===== src/rtl/img_uart_loader_if.sv =====
// RAM write port of the image loader: one single-cycle write strobe with
// address and 12-bit pixel, no back-pressure.
interface img_uart_loader_if;
  logic        we;
  logic [13:0] addr;
  logic [11:0] wdata;

  modport master (output we, output addr, output wdata);
  modport slave  (input  we, input  addr, input  wdata);
endinterface


===== src/rtl/img_uart_loader.sv =====
// UART image loader: receives a header byte followed by PIX_NUM pixels sent as
// {0,R} / {G,B} byte pairs and writes them into the VGA image RAM.
module img_uart_loader #(
  parameter int         CLK_FREQ = 100_000_000,
  parameter int         BAUD     = 115200,
  parameter int         PIX_NUM  = 16384,
  parameter logic [7:0] HDR_BYTE = 8'hA5,
  parameter int         TIMEOUT  = 1_000_000
) (
  input  logic              I_clk,
  input  logic              I_rst_n,
  input  logic              I_rxd,
  img_uart_loader_if.master O_ram,
  output logic              O_busy,
  output logic              O_done,
  output logic              O_err
);

  // CLK_FREQ/BAUD must be at least 4 so the half-bit start check is meaningful.
  localparam int                CLKS_PER_BIT = CLK_FREQ / BAUD;
  localparam int                CNT_W        = $clog2(CLKS_PER_BIT);
  localparam logic [CNT_W-1:0]  BIT_LAST     = CNT_W'(CLKS_PER_BIT - 1);
  localparam logic [CNT_W-1:0]  HALF_LAST    = CNT_W'(CLKS_PER_BIT / 2 - 1);
  localparam int                TMR_W        = $clog2(TIMEOUT + 1);
  localparam logic [TMR_W-1:0]  TMR_MAX      = TMR_W'(TIMEOUT);
  localparam logic [13:0]       ADDR_LAST    = 14'(PIX_NUM - 1);

  typedef enum logic [1:0] {RX_IDLE, RX_START, RX_DATA, RX_STOP} rx_state_e;
  typedef enum logic [1:0] {F_IDLE, F_HI, F_LO, F_ABORT} frame_state_e;

  // ---------------------------------------------------------------- RX front end
  logic rxd_meta_q, rxd_sync_q, rxd_prev_q;

  // The line idles high, so the synchronizer resets to 1 to avoid a false start edge.
  always_ff @(posedge I_clk or negedge I_rst_n) begin
    if (!I_rst_n) begin
      // NOTE: sequential state uses non-blocking assignments so every flop samples pre-edge values.
      rxd_meta_q <= 1'b1;
      rxd_sync_q <= 1'b1;
      rxd_prev_q <= 1'b1;
    end else begin
      rxd_meta_q <= I_rxd;
      rxd_sync_q <= rxd_meta_q;
      rxd_prev_q <= rxd_sync_q;
    end
  end

  rx_state_e        rx_state_q, rx_state_d;
  logic [CNT_W-1:0] rx_cnt_q, rx_cnt_d;
  logic [2:0]       rx_bit_q, rx_bit_d;
  logic [7:0]       rx_shift_q, rx_shift_d;
  logic             rx_valid, rx_ferr;

  always_ff @(posedge I_clk or negedge I_rst_n) begin
    if (!I_rst_n) begin
      rx_state_q <= RX_IDLE;
      rx_cnt_q   <= '0;
      rx_bit_q   <= '0;
      rx_shift_q <= '0;
    end else begin
      rx_state_q <= rx_state_d;
      rx_cnt_q   <= rx_cnt_d;
      rx_bit_q   <= rx_bit_d;
      rx_shift_q <= rx_shift_d;
    end
  end

  always_comb begin
    // NOTE: every signal driven here gets a default first, so no latches are inferred.
    rx_state_d = rx_state_q;
    rx_cnt_d   = rx_cnt_q + CNT_W'(1);
    rx_bit_d   = rx_bit_q;
    rx_shift_d = rx_shift_q;
    rx_valid   = 1'b0;
    rx_ferr    = 1'b0;
    unique case (rx_state_q)
      RX_IDLE: begin
        rx_cnt_d = '0;
        if (rxd_prev_q && !rxd_sync_q) rx_state_d = RX_START;
      end
      RX_START: begin
        if (rx_cnt_q == HALF_LAST) begin
          rx_cnt_d   = '0;
          rx_bit_d   = '0;
          rx_state_d = rxd_sync_q ? RX_IDLE : RX_DATA;
        end
      end
      RX_DATA: begin
        if (rx_cnt_q == BIT_LAST) begin
          rx_cnt_d   = '0;
          rx_shift_d = {rxd_sync_q, rx_shift_q[7:1]};
          rx_bit_d   = rx_bit_q + 3'd1;
          if (rx_bit_q == 3'd7) rx_state_d = RX_STOP;
        end
      end
      RX_STOP: begin
        // Returning to idle at the stop mid-point lets a back-to-back start bit be caught.
        if (rx_cnt_q == BIT_LAST) begin
          rx_cnt_d   = '0;
          rx_state_d = RX_IDLE;
          rx_valid   = rxd_sync_q;
          rx_ferr    = !rxd_sync_q;
        end
      end
      default: rx_state_d = RX_IDLE;
    endcase
  end

  // ---------------------------------------------------------------- frame FSM
  frame_state_e     state_q, state_d;
  logic [13:0]      pix_addr_q, pix_addr_d;
  logic [3:0]       red_q, red_d;
  logic [TMR_W-1:0] tmr_q, tmr_d;
  logic             we_q, we_d;
  logic [13:0]      wr_addr_q, wr_addr_d;
  logic [11:0]      wdata_q, wdata_d;
  logic             busy_q, busy_d;
  logic             done_q, done_d;
  logic             err_q, err_d;

  always_ff @(posedge I_clk or negedge I_rst_n) begin
    if (!I_rst_n) begin
      state_q    <= F_IDLE;
      pix_addr_q <= '0;
      red_q      <= '0;
      tmr_q      <= '0;
      we_q       <= 1'b0;
      wr_addr_q  <= '0;
      wdata_q    <= '0;
      busy_q     <= 1'b0;
      done_q     <= 1'b0;
      err_q      <= 1'b0;
    end else begin
      state_q    <= state_d;
      pix_addr_q <= pix_addr_d;
      red_q      <= red_d;
      tmr_q      <= tmr_d;
      we_q       <= we_d;
      wr_addr_q  <= wr_addr_d;
      wdata_q    <= wdata_d;
      busy_q     <= busy_d;
      done_q     <= done_d;
      err_q      <= err_d;
    end
  end

  logic in_frame, timed_out;
  assign in_frame  = (state_q == F_HI) || (state_q == F_LO);
  assign timed_out = (tmr_q == TMR_MAX);

  always_comb begin
    state_d    = state_q;
    pix_addr_d = pix_addr_q;
    red_d      = red_q;
    we_d       = 1'b0;
    wr_addr_d  = wr_addr_q;
    wdata_d    = wdata_q;
    busy_d     = busy_q;
    done_d     = done_q;
    err_d      = err_q;
    tmr_d      = '0;

    // Saturating inter-byte timer, restarted by every received byte.
    if (in_frame && !rx_valid) tmr_d = timed_out ? tmr_q : tmr_q + TMR_W'(1);

    unique case (state_q)
      F_IDLE: begin
        if (rx_valid && rx_shift_q == HDR_BYTE) begin
          done_d     = 1'b0;
          err_d      = 1'b0;
          busy_d     = 1'b1;
          pix_addr_d = '0;
          state_d    = F_HI;
        end
      end
      F_HI: begin
        if (rx_valid) begin
          if (rx_shift_q[7:4] == 4'd0) begin
            red_d   = rx_shift_q[3:0];
            state_d = F_LO;
          end else begin
            state_d = F_ABORT;
          end
        end else if (rx_ferr || timed_out) begin
          state_d = F_ABORT;
        end
      end
      F_LO: begin
        if (rx_valid) begin
          we_d      = 1'b1;
          wr_addr_d = pix_addr_q;
          wdata_d   = {red_q, rx_shift_q};
          if (pix_addr_q == ADDR_LAST) begin
            done_d  = 1'b1;
            busy_d  = 1'b0;
            state_d = F_IDLE;
          end else begin
            pix_addr_d = pix_addr_q + 14'd1;
            state_d    = F_HI;
          end
        end else if (rx_ferr || timed_out) begin
          state_d = F_ABORT;
        end
      end
      F_ABORT: begin
        state_d = F_IDLE;
      end
      default: state_d = F_IDLE;
    endcase

    // The error flag is raised on the abort event itself, one cycle after it is seen.
    if (state_d == F_ABORT || state_q == F_ABORT) begin
      err_d  = 1'b1;
      busy_d = 1'b0;
    end
  end

  assign O_ram.we    = we_q;
  assign O_ram.addr  = wr_addr_q;
  assign O_ram.wdata = wdata_q;
  assign O_busy      = busy_q;
  assign O_done      = done_q;
  assign O_err       = err_q;

endmodule


===== src/flat_wrapper.sv =====
// flat-port wrapper written by rule: the top's interface ports become plain ports
module img_uart_loader_flat 
#(
  parameter int         CLK_FREQ = 100_000_000,
  parameter int         BAUD     = 115200,
  parameter int         PIX_NUM  = 16384,
  parameter logic [7:0] HDR_BYTE = 8'hA5,
  parameter int         TIMEOUT  = 1_000_000
)
  (I_clk, I_rst_n, I_rxd, O_busy, O_done, O_err, O_ram_we, O_ram_addr, O_ram_wdata);
  img_uart_loader_if O_ram_i ();
  input  logic I_clk;
  input  logic I_rst_n;
  input  logic I_rxd;
  output logic O_busy;
  output logic O_done;
  output logic O_err;
  output wire logic [$bits(O_ram_i.we)-1:0] O_ram_we;
  output wire logic [$bits(O_ram_i.addr)-1:0] O_ram_addr;
  output wire logic [$bits(O_ram_i.wdata)-1:0] O_ram_wdata;
  assign O_ram_we = O_ram_i.we;
  assign O_ram_addr = O_ram_i.addr;
  assign O_ram_wdata = O_ram_i.wdata;
  img_uart_loader #(.CLK_FREQ(CLK_FREQ), .BAUD(BAUD), .PIX_NUM(PIX_NUM), .HDR_BYTE(HDR_BYTE), .TIMEOUT(TIMEOUT)) u_core (.I_clk(I_clk), .I_rst_n(I_rst_n), .I_rxd(I_rxd), .O_ram(O_ram_i), .O_busy(O_busy), .O_done(O_done), .O_err(O_err));
endmodule

===== config.mk =====
export PLATFORM = sky130hd
export DESIGN_NAME = img_uart_loader_flat
export DESIGN_NICKNAME = d
export VERILOG_FILES = /design/src/rtl/img_uart_loader_if.sv /design/src/rtl/img_uart_loader.sv /design/src/flat_wrapper.sv
export SDC_FILE = /design/constraint.sdc
export NUM_CORES = 1
export LEC_CHECK = 0
export ABC_AREA = 1
export CORE_MARGIN = 3
export CORE_UTILIZATION = 65
export CTS_BUF_LIST = sky130_fd_sc_hd__clkbuf_2 sky130_fd_sc_hd__clkbuf_4 sky130_fd_sc_hd__clkbuf_8
export CTS_CLUSTER_DIAMETER = 100
export DETAILED_ROUTE_END_ITERATION = 8
export PLACE_DENSITY_LB_ADDON = 0.15
export SLEW_MARGIN = 40
export SYNTH_ARGS = -nofsm -noshare
export SYNTH_HDL_FRONTEND = slang
export SYNTH_SLANG_ARGS = --single-unit

===== constraint.sdc =====
create_clock -name I_clk -period 2.5 [get_ports I_clk]
set_clock_uncertainty 0.05 [all_clocks]
set_input_delay 0.5 -clock I_clk [delete_from_list [all_inputs] [get_ports I_clk]]
set_output_delay 0.5 -clock I_clk [all_outputs]
set_load 0.01 [all_outputs]

Word-level counts from Yosys, hierarchy flattened
Cells that the tools add are included.
- add/sub/neg operators: 4
- equality and inequality tests: 26
- multiplexer cells: 43
- reductions and logical operators: 26
- operators by type and width (cell ; number):
    $mux 14 ; 3
    $mux 20 ; 2
    $pmux 10 s3 ; 1
    $pmux 14 s2 ; 1
    $add 20x1->20 const B ; 1
    $eq 20x20->1 const B ; 1
    $mux 10 ; 2
    $mux 2 ; 10
    $mux 1 ; 17
    $pmux 2 s4 ; 2
    $add 14x1->14 const B ; 1
    $eq 14x14->1 const B ; 1
    $ne 2x1->1 const B ; 7
    $reduce_and 4->1 ; 3
    $add 10x1->10 const B ; 1
    $eq 10x10->1 const B ; 1
    $eq 10x9->1 const B ; 1
    $eq 2x2->1 const B ; 5
    $eq 8x8->1 const B ; 1
    $reduce_bool 2->1 ; 4
    $mux 3 ; 2
    $ne 2x2->1 const B ; 3
    $pmux 3 s2 ; 1
    $reduce_and 2->1 ; 3
    16 further kinds ; 25
- register bits after elaboration: 96
- input port bits: 3
- output and inout bits: 30
- logic and storage cells: 116

Depth between registers and ports, before layout
- word-level depth: 11
- gate-level depth with buffers: 14
- depth with buffers taken out: 14

Worst setup path before layout
No wires, ideal clock.
- path type: flip-flop to flip-flop
- start point: register u_core.rx_cnt_q[0]
- end point: register u_core.pix_addr_q[3]
- library setup time: 0.077 ns
- arrival: 1.579 ns
- required time: 2.373 ns
- slack: 0.793 ns
- stages on the path, launching flop included: 13
- path buffers: 1
- cells stage by stage: dfrtp_1 > ha_1 > nand3_2 > nor2_4 > nand3_4 > inv_2 > nand3_2 > o21ai_2 > nand2_1 > buf_6 > inv_6 > nand2_1 > a21oi_1
- cells in the longest elaborated chain, start to end: 6
- ends and longest elaborated chain (element ; RTL line ; RTL):
    from (decl) ; img_uart_loader.sv:49 ; logic [CNT_W-1:0] rx_cnt_q, rx_cnt_d;
    from (signal assigned) ; img_uart_loader.sv:62 ; rx_cnt_q <= rx_cnt_d;
    $eq 10x10->1 * ; img_uart_loader.sv:98 ; if (rx_cnt_q == BIT_LAST) begin
    $mux 1 * ; img_uart_loader.sv:98 ;
    $mux 1 * ; img_uart_loader.sv:76 ; unique case (rx_state_q)
    $logic_and 1x1->1 ; img_uart_loader.sv:168 ; if (rx_valid && rx_shift_q == HDR_BYTE) begin
    $ne 2x1->1 (no source line) ; - ;
    $reduce_and 4->1 (no source line) * ; - ;
    to (signal assigned) ; img_uart_loader.sv:135 ; pix_addr_q <= pix_addr_d;
    to (decl) ; img_uart_loader.sv:111 ; logic [13:0] pix_addr_q, pix_addr_d;
Every way passes the cells marked *; elsewhere a longest branch is shown, timed or not.
A chain may end at the register's enable or synchronous reset.

Final worst setup path
- start point: register u_core.pix_addr_q[0]
- end point: register u_core.pix_addr_q[12]
- cells in the longest elaborated chain, start to end: 4
- ends and longest elaborated chain (element ; RTL line ; RTL):
    $add 14x1->14 ; img_uart_loader.sv:198 ; pix_addr_d = pix_addr_q + 14'd1;
    $mux 14 ; img_uart_loader.sv:193 ; if (pix_addr_q == ADDR_LAST) begin
    $mux 14 ; img_uart_loader.sv:189 ; if (rx_valid) begin
    $pmux 14 s2 ; img_uart_loader.sv:166 ; unique case (state_q)
Several ways; a longest one is shown, not always the timed one. The select of a mux whose other input is x is not followed.

==> flow_metrics.py <==
metrics = {
    "status": {
        "status": "complete, no violations",
    },
    "finish": {
        "fillers": 465,
        "drive_gt1_share_pct": 7.618,
        "area_delta_synth_final_pct": 15.08,
        "multi_input_area_mm2": 0.002021,
        "n_antenna_cell": 0,
        "seq_area_mm2": 0.002406,
        "finalNetCount": 632,
    },
    "routing": {
        "vias_per_cell": 5.513,
        "wl_per_cell_um": 13.47,
        "detail_route.iter0.violations": 198,
        "post-route-drc-count": 0,
        "detail-route-antenna-nets": 0,
        "wirelength_um": 9605,
        "firstDrtPassIters": 5,
        "via_count": 3931,
    },
    "floorplanning": {
        "fp.dieArea_mm2": 0.008348,
        "boundaryPins": 33,
        "rows": 30,
        "start_util_pct": 68.22,
        "die_x_um": 91.37,
        "core-area_mm2": 0.006944,
        "fp.dieH_um": 91.37,
    },
    "yosys": {
        "synthXorXnorAreaFrac_pct": 2.404,
        "synth_common_cells": "155 x nand2_1, 93 x dfrtp_1, 65 x nor2_1",
        "ys.flop_type": "dfrtp_1",
        "ys_ff_latch": 96,
        "ys_seq_area_share_pct": 50.79,
        "synth_nets": 592,
        "synth_area_leaders": "dfrtp_1 49%, nand2_1 12%, nor2_1 5.2%, inv_1 5.0%, ha_1 4.2%",
        "synth-edff-count": 0,
        "synth_compound_area_share_pct": 10.46,
        "synth_top_family_by_area": "simple AND/OR/NAND/NOR gates",
        "synthMuxAreaShare_pct": 0,
        "syn_inst": 573,
        "synth.most_common_cell": "nand2_1",
        "synthAdderAreaFrac_pct": 4.226,
        "yosys_warnings": 0,
        "avgSynthCellArea_um2": 8.267,
        "mappedNetlistArea_mm2": 0.004737,
        "synth_cell_types": 35,
        "synth_top_area_share_pct": 49.13,
        "synth_simple_gate_area_share_pct": 25.57,
        "synth_top_area_cell": "dfrtp_1",
        "async_flop_share_pct": 100.0,
    },
    "run": {
        "cap_viol_max_count": 0,
    },
    "clocking": {
        "cts.sinks": 96,
        "cts_hold_buf": 0,
        "cts_made_buffers": 9,
        "ctsResizeCount": 0,
        "insertion_delay_ps": 360,
        "cts_tree": "done",
        "htree_levels": 3,
        "cts_buffer_depth": 2,
        "cts.clk_slew.worst_paths_ps": 100,
        "cts_setup_buffers": 0,
        "cts.root.buffer_cell": "clkbuf_8",
    },
    "critical_path": {
        "worstSetupPathType": "flip-flop to flip-flop",
        "critPathArrivalTime_ps": 2250,
        "r2r_cells": 11,
        "ff2ff_setup_slack_ps": 450,
        "reg2reg_to": "u_core.pix_addr_q[12]",
        "critPathMaxFanout": 20,
        "reg2reg_from": "u_core.pix_addr_q[0]",
        "start_kind": "flip-flop",
        "critPathRequiredTime_ps": 2690,
        "endpoint_kind": "flip-flop",
    },
    "timing": {
        "fmax_ghz": 0.4876,
        "fin_tns_setup_ps": 0,
        "whs_ps": 26.71,
        "relSlewSlack_pct": 68.88,
        "timing.final.crit_period_ps": 2051,
        "fin_ws_ps": 449.0,
        "final_hold_viol_count": 0,
        "worst_pin_slew_ps": 466.8,
        "finalSetupViolations": 0,
        "drv_slew": 0,
        "rsz0062_at_grt": "false",
        "period_share_pct": 82.04,
    },
    "global_routing": {
        "track_usage_pct": 24.99,
        "grt_start_max_net_pins": 40,
        "grt_pass1_wl_um": 17060,
        "grt_overflow": 0,
        "grt_pass1_vias": 3906,
        "grt_antenna_before_repair": 0,
    },
    "power": {
        "p_per_area_mw_per_mm2": 593.8,
        "vdd_drop_max_uv": 359.2,
        "cellLeakagePower_nw": 2.435,
    },
    "place": {
        "hpwl_um": 6803,
        "gp_congestion": 0.9189,
        "place_ws_ps": 493.4,
        "port_buffers": 32,
    },
    "min_path": {
        "hold_class": "input pin to asynchronous set/reset pin",
    },
}
-- through the flow --
stage	total power, mW	cells	utilization, %	instance area, um2
floorplan	1.859	573	-	4737
global placement	1.941	698	74.74	5190
detailed placement	1.956	698	74.74	5190
CTS	3.258	713	78.50	5451
global route	3.390	713	78.50	5451
finish	3.237	713	78.50	5451
-- critical path: stages (launching register included) --
cell     delay (ps)
dfrtp_1         380
ha_1            210
nand2_1         110
nor2_1          190
nand3_1         160
nor2_1          170
o21ai_1          70
nand2_1          60
buf_4           270
inv_6            80
nand2_1         100
o21ai_1          80
-- cell type report --
cell class | count | area share, %
sequential | 96 | 44.14
multi-input combinational | 399 | 37.07
timing repair buffer | 39 | 7.023
inverter | 68 | 4.774
clock inverter | 6 | 2.525
clock buffer | 9 | 2.272
tap | 96 | 2.203
-- worst max path at each step --
| stage | from | to | slack [ps] | cells past startpoint |
|---|---|---|---|---|
| floorplan | u_core.rx_cnt_q[0] | u_core.pix_addr_q[3] | 790 | 12 |
| global placement | u_core.rx_cnt_q[0] | u_core.O_ram.addr[11] | 590 | 9 |
| detailed placement | u_core.rx_cnt_q[0] | u_core.O_ram.addr[12] | 490 | 9 |
| CTS | u_core.pix_addr_q[0] | u_core.pix_addr_q[12] | 440 | 11 |
| global route | u_core.pix_addr_q[0] | u_core.pix_addr_q[12] | 220 | 11 |
| finish | u_core.pix_addr_q[0] | u_core.pix_addr_q[12] | 450 | 11 |
-- sequential cells by signal (all words and copies together) (netlist names), named ones only --
| register | count |
|---|---|
| u_core.tmr_q | 20 |
| u_core.O_ram.addr | 14 |
| u_core.pix_addr_q | 14 |
| u_core.O_ram.wdata | 12 |
| u_core.rx_cnt_q | 10 |
| u_core.rx_shift_q | 8 |
| u_core.red_q | 4 |
| u_core.rx_bit_q | 3 |
| u_core.state_q | 2 |
| u_core.O_busy | 1 |
| u_core.O_done | 1 |
| u_core.O_err | 1 |
| u_core.O_ram.we | 1 |
| u_core.rx_state_q | 1 |
| u_core.rxd_meta_q | 1 |
| u_core.rxd_prev_q | 1 |
| u_core.rxd_sync_q | 1 |
-- cell usage in the layout (no fill, tap or decap), types with 6 or more instances in the layout --
master,instances
nand2_1,155
dfrtp_1,93
nor2_1,65
inv_1,63
clkdlybuf4s50_1,31
nand3_1,29
o21ai_0,28
o21ai_1,25
a21oi_1,21
ha_1,16
xor2_1,12
nor3_1,12
clkbuf_8,9
buf_4,7
o31ai_2,6
-- power by group --
part,total (mW),internal [mW],switching (mW)
clock,1.31,0.767,0.543
sequential,1.63,1.59,0.0363
combinational,0.300,0.0907,0.209
-- per-layer routing --
metal	vias up	GRT usage (%)	share of wire, %
met1	1851	30.92	43
met3	30	4.308	4.6
met2	127	42.37	50
met5	-	0	0
met4	0	12.19	2.7
li1	1923	-	-
-- cells by family (layout without fill, tap and decap cells) --
group           after synthesis  in the layout
buf+inv                      78            122
xor+xnor                     13             13
flops                        96             96
simple gates                283            283
compound gates               87             87
fa+ha+maj                    16             16
No activity file was read; power rests on OpenSTA's default activity.
